## src/rtl/riscv_v_pkg.sv

```systemverilog
// Shared vector-unit types: ALU result/flag widths, element size and the writeback entry
// carried from the ALU to the vector register file.
package riscv_v_pkg;

  localparam int RISCV_V_DATA_W          = 32;
  localparam int RISCV_V_FLAG_W          = 4;
  localparam int RISCV_V_VD_W            = 5;
  localparam int RISCV_V_WB_QUEUE_DEPTH  = 4;

  typedef logic [RISCV_V_DATA_W-1:0] riscv_v_wb_data_t;
  typedef logic [RISCV_V_FLAG_W-1:0] riscv_v_zf_t;
  typedef logic [RISCV_V_FLAG_W-1:0] riscv_v_of_t;
  typedef logic [RISCV_V_FLAG_W-1:0] riscv_v_cf_t;

  typedef enum logic [1:0] {
    OSIZE_E8  = 2'd0,
    OSIZE_E16 = 2'd1,
    OSIZE_E32 = 2'd2,
    OSIZE_E64 = 2'd3
  } riscv_v_osize_e;

  typedef struct packed {
    riscv_v_wb_data_t        result;
    riscv_v_zf_t             zf;
    riscv_v_of_t             of;
    riscv_v_cf_t             cf;
    logic [RISCV_V_VD_W-1:0] vd;
    riscv_v_osize_e          osize;
  } riscv_v_wb_entry_t;

endpackage

```

## src/rtl/riscv_v_sync_fifo.sv

```systemverilog
// Generic in-order FIFO with synchronous flush; full/empty are registered from the next count
// so downstream handshake signals come straight from flops.
module riscv_v_sync_fifo #(
  parameter type T     = logic [7:0],
  parameter int  DEPTH = 4
) (
  input  logic                     clk,
  input  logic                     rst_n,
  input  logic                     flush,
  input  logic                     push,
  input  logic                     pop,
  input  T                         din,
  output T                         dout,
  output logic                     full,
  output logic                     empty,
  output logic [$clog2(DEPTH):0]   count
);

  localparam int AW = $clog2(DEPTH);
  localparam logic [AW:0] FULL_CNT = (AW+1)'(DEPTH);

  T               mem [DEPTH];
  logic [AW-1:0]  wr_ptr;
  logic [AW-1:0]  rd_ptr;
  logic [AW:0]    count_reg;
  logic [AW:0]    count_next;
  logic           full_reg;
  logic           empty_reg;

  always_comb begin
    count_next = count_reg;
    if (flush) begin
      count_next = '0;
    end else begin
      case ({push, pop})
        2'b10:   count_next = count_reg + 1'b1;
        2'b01:   count_next = count_reg - 1'b1;
        default: count_next = count_reg;
      endcase
    end
  end

  always_ff @(posedge clk or negedge rst_n) begin
    if (!rst_n) begin
      wr_ptr    <= '0;
      rd_ptr    <= '0;
      count_reg <= '0;
      full_reg  <= 1'b0;
      empty_reg <= 1'b1;
    end else begin
      if (flush) begin
        wr_ptr <= '0;
        rd_ptr <= '0;
      end else begin
        // Power-of-two depth: pointers wrap DEPTH-1 -> 0 by natural overflow
        if (push) wr_ptr <= wr_ptr + 1'b1;
        if (pop)  rd_ptr <= rd_ptr + 1'b1;
      end
      count_reg <= count_next;
      full_reg  <= (count_next == FULL_CNT);
      empty_reg <= (count_next == '0);
    end
  end

  always_ff @(posedge clk) begin
    if (push && !flush) mem[wr_ptr] <= din;
  end

  // Storage is not reset, so the head is masked to zero whenever nothing is queued
  assign dout  = empty_reg ? T'('0) : mem[rd_ptr];
  assign full  = full_reg;
  assign empty = empty_reg;
  assign count = count_reg;

endmodule

```

## src/rtl/riscv_v_alu_wb_queue.sv

```systemverilog
// Writeback queue between the vector ALU and the VRF write port, plus the sticky saturation
// flag feeding vxsat.
module riscv_v_alu_wb_queue
  import riscv_v_pkg::*;
#(
  parameter int DEPTH = RISCV_V_WB_QUEUE_DEPTH,
  parameter int VD_W  = RISCV_V_VD_W
) (
  input  logic                    clk,
  input  logic                    rst_n,
  input  logic                    flush,
  input  logic                    alu_valid,
  output logic                    alu_ready,
  input  riscv_v_wb_data_t        alu_result,
  input  riscv_v_zf_t             alu_zf,
  input  riscv_v_of_t             alu_of,
  input  riscv_v_cf_t             alu_cf,
  input  logic [VD_W-1:0]         alu_vd,
  input  riscv_v_osize_e          alu_osize,
  output logic                    wb_valid,
  input  logic                    wb_ready,
  output riscv_v_wb_data_t        wb_data,
  output riscv_v_zf_t             wb_zf,
  output riscv_v_of_t             wb_of,
  output riscv_v_cf_t             wb_cf,
  output logic [VD_W-1:0]         wb_vd,
  output riscv_v_osize_e          wb_osize,
  output logic                    sat_sticky,
  input  logic                    sat_clr,
  output logic [$clog2(DEPTH):0]  count
);

  riscv_v_wb_entry_t in_entry;
  riscv_v_wb_entry_t head;
  logic              full;
  logic              empty;
  logic              push;
  logic              pop;
  logic              sat_reg;

  assign in_entry = '{result: alu_result, zf: alu_zf, of: alu_of, cf: alu_cf,
                      vd: alu_vd, osize: alu_osize};

  assign alu_ready = ~full;
  assign wb_valid  = ~empty;
  assign push      = alu_valid & alu_ready;
  assign pop       = wb_valid & wb_ready;

  riscv_v_sync_fifo #(
    .T     (riscv_v_wb_entry_t),
    .DEPTH (DEPTH)
  ) u_fifo (
    .clk   (clk),
    .rst_n (rst_n),
    .flush (flush),
    .push  (push),
    .pop   (pop),
    .din   (in_entry),
    .dout  (head),
    .full  (full),
    .empty (empty),
    .count (count)
  );

  assign wb_data  = head.result;
  assign wb_zf    = head.zf;
  assign wb_of    = head.of;
  assign wb_cf    = head.cf;
  assign wb_vd    = head.vd;
  assign wb_osize = head.osize;

  // A retirement in the same cycle as a CSR clear leaves the flag set
  always_ff @(posedge clk or negedge rst_n) begin
    if (!rst_n) sat_reg <= 1'b0;
    else        sat_reg <= (sat_reg & ~sat_clr) | (pop & (|wb_of));
  end

  assign sat_sticky = sat_reg;

endmodule

```

## config.mk

```make
export PLATFORM = sky130hd
export DESIGN_NAME = riscv_v_alu_wb_queue
export DESIGN_NICKNAME = d
export VERILOG_FILES = /design/src/rtl/riscv_v_pkg.sv /design/src/rtl/riscv_v_sync_fifo.sv /design/src/rtl/riscv_v_alu_wb_queue.sv
export SDC_FILE = /design/constraint.sdc
export NUM_CORES = 1
export LEC_CHECK = 0
export CAP_MARGIN = 20
export CORE_MARGIN = 5
export CORE_UTILIZATION = 25
export DETAILED_ROUTE_END_ITERATION = 16
export HOLD_SLACK_MARGIN = 0.03
export PLACE_DENSITY = 0.5
export SKIP_CTS_REPAIR_TIMING = 1
export SLEW_MARGIN = 0
export SYNTH_ARGS = -nofsm -noshare
export SYNTH_HDL_FRONTEND = slang
export SYNTH_SLANG_ARGS = --single-unit
```

## constraint.sdc

```tcl
create_clock -name clk -period 3.37 [get_ports clk]
set_clock_uncertainty 0.1 [all_clocks]
set_input_delay 0.674 -clock clk [delete_from_list [all_inputs] [get_ports clk]]
set_output_delay 0.674 -clock clk [all_outputs]
set_load 0.005 [all_outputs]
```

==> out/summary.txt <==
status: finished, final reports clean
dpl cells: 926
Crit path arrival time: 2.41 ns
layout filler cell count: 3121
#FFs+latches synth: 214
CTS Sinks: 214
Final Hold Fails: 0
Die Span Y: 191 um
DRT iter0 DRCs: 112
leakage power: 3.43 nW
# rows: 66
final core area utilization: 33.3%
dpl cell area: 0.0100 mm^2
Layout Nets: 573
post-synthesis sequential area ratio: 77.6%
design area: 0.0108 mm^2
top_reg_cell synth: edfxtp_1
Rel. slew slack: 67.0%
total grt overflow: 0
fmax: 314 MHz
clock buffer count from CTS: 24
largest net degree at the start of global routing: 33
Worst-Skew Late Latency: 0.51 ns
Slew @ Worst Pin: 0.493 ns
number of global-route vias before repair: 4586
first drt pass iteration count: 4
combinational power share: 21.8%
wire per inst: 18.2 um
number of remaining DRC errors: 0
share of cells above drive strength 1: 21.3%
Final GP Congestion: 0.684
Total GRT Usage: 9.66%
Cell Count, Final, Fillers Out: 968
RSZ-0062 raised after global routing: no
first-pass GRT wire length: 27.2 mm
worst min path class: input pin to async pin
Starting Density: 25.3%
fin. max-slew vios: 0
Period minus WS final: 3.19 ns
DR vias/cell: 4.11
number of flops mapped to enable cells by yosys: 204
crit path max fanout: 31
Max clock buf depth: 3
PwrDens: 669 mW/mm^2
syn_area_per_cell: 21.9 um^2
power after layout: 7.22 mW
H-Tree Depth: 1
WS Path Type: register to primary output
DIE AREA: 0.0366 mm^2
post-route clock period utilization: 94.6%
Final setup viols: 0
final worst slack: 0.182 ns
Die W: 191 um
startpoint types: register
number of synthesis warnings: 0
internal power: 5.51 mW
syn nets: 438
Synth cell types: 25
ys async rst share: 4.67%
diodes inserted: 0
Syn Inst Count: 375
most area-consuming cells after synthesis: edfxtp_1 75%, mux4_2 14%, and2_1 4.1%
Max VDD drop: 0.000310 V
clk slew on worst S/H paths: 0.06 ns
antenna-violating nets left: 0
TritonCTS clock tree: done
I/O pin cnt: 114
Setup TNS: 0 ns
max reg flops: 204
input/output buffers: 113
switching power: 1.71 mW
Core Area: 0.0325 mm^2
Sw Ratio: 23.7%
cell area after synthesis: 0.00822 mm^2
hold slack: 0.392 ns
Synth top area share: 74.6%
Worst Setup End Kind: primary output
Clk pwr share: 34.7%
clock root cell: clkbuf_16
Post-Place Worst Slack: 0.220 ns
initial antenna violation count: 0
post-synth top area cell: edfxtp_1
DR vias: 3982
Crit path required time: 2.60 ns
final wirelength: 17.7 mm
max-cap viol count: 0
HPWL Detailed: 10.6 mm
Reg power frac: 43.5%
Area Growth Syn to Fin: 31.4%
## Yosys cell counts, types with 3 or more instances
cell      instances
edfxtp_1        204
and2_1           54
mux4_2           51
clkbuf_1          9
dfrtp_1           9
nor2_1            8
buf_2             7
inv_1             6
ha_1              5
xnor2_1           3
## power groups by stage
| stage | clock (mW) | sequential [mW] | combinational, mW |
|---|---|---|---|
| after CTS | 2.60 | 3.15 | 1.65 |
| after detailed placement | 0 | 3.20 | 1.64 |
| final | 2.50 | 3.14 | 1.58 |
| after global placement | 0 | 3.19 | 1.62 |
| after global routing | 2.71 | 3.16 | 1.74 |
| after floorplan | 0 | 3.18 | 0.773 |
## worst max-delay path, stage by stage, from the launching register on
cell and delay (ns):
dfrtp_4 0.44, buf_12 0.27, mux4_2 0.54, and2_1 0.18, clkdlybuf4s50_1 0.44
## cells by family after synthesis
group,count (synthesis),share of synthesized area (%)
AOI/OAI and AO/OA,5,0.442
buffers and inverters,24,1.29
adders and majority gates,6,1.01
and+or+nand+nor,69,5.01
DFF,214,77.6
muxes,52,14.1
xor gates and xnor gates,5,0.533
## worst paths after layout
path	start	endpoint	slack, ns	cells past startpoint
setup reg to reg	u_fifo.full	u_fifo.full	0.94	8
hold reg to reg	sat_sticky	sat_sticky	0.45	2
setup / recovery	u_fifo.rd_ptr[0]	wb_data[7]	0.18	4
min in group clk	sat_sticky	sat_sticky	0.45	2
hold / removal	rst_n	u_fifo.count[2]	0.39	1
max in group asynchronous	rst_n	u_fifo.rd_ptr[0]	2.40	1
## cell usage in the layout, fill, tap and decap left out, drive strengths merged
master and count:
mux4 51, buf 14, or3 1, a21oi 2, nor3 1, clkdlybuf4s50 113, nor3b 1, clkinv 7
dfstp 1, fa 1, nor2 8, o41ai 1, edfxtp 204, mux2i 1, xor2 2, clkbuf 35
and2 55, xnor2 3, nand2 1, ha 5, nor2b 2, inv 6, o21ai 2, dfrtp 9
## cell type report
| type | count | area (um^2) | share of cell area, % |
|---|---|---|---|
| tap | 442 | 553 | 5.12 |
| sequential | 214 | 6380 | 59.1 |
| timing repair buffer | 127 | 1310 | 12.1 |
| multi-input combinational | 137 | 1740 | 16.1 |
| inverter | 6 | 22.5 | 0.209 |
| clock buffer | 35 | 736 | 6.82 |
| clock inverter | 7 | 46.3 | 0.429 |
## per-layer routing
layer	global-route usage, %	vias up	routed length (um)
met1	11.2	2086	6910
met4	2.85	0	536
met3	2.28	32	855
met2	17.8	96	9360
met5	0	-	0
li1	-	1768	-
Note: power is estimated with default switching activity, not from simulation.
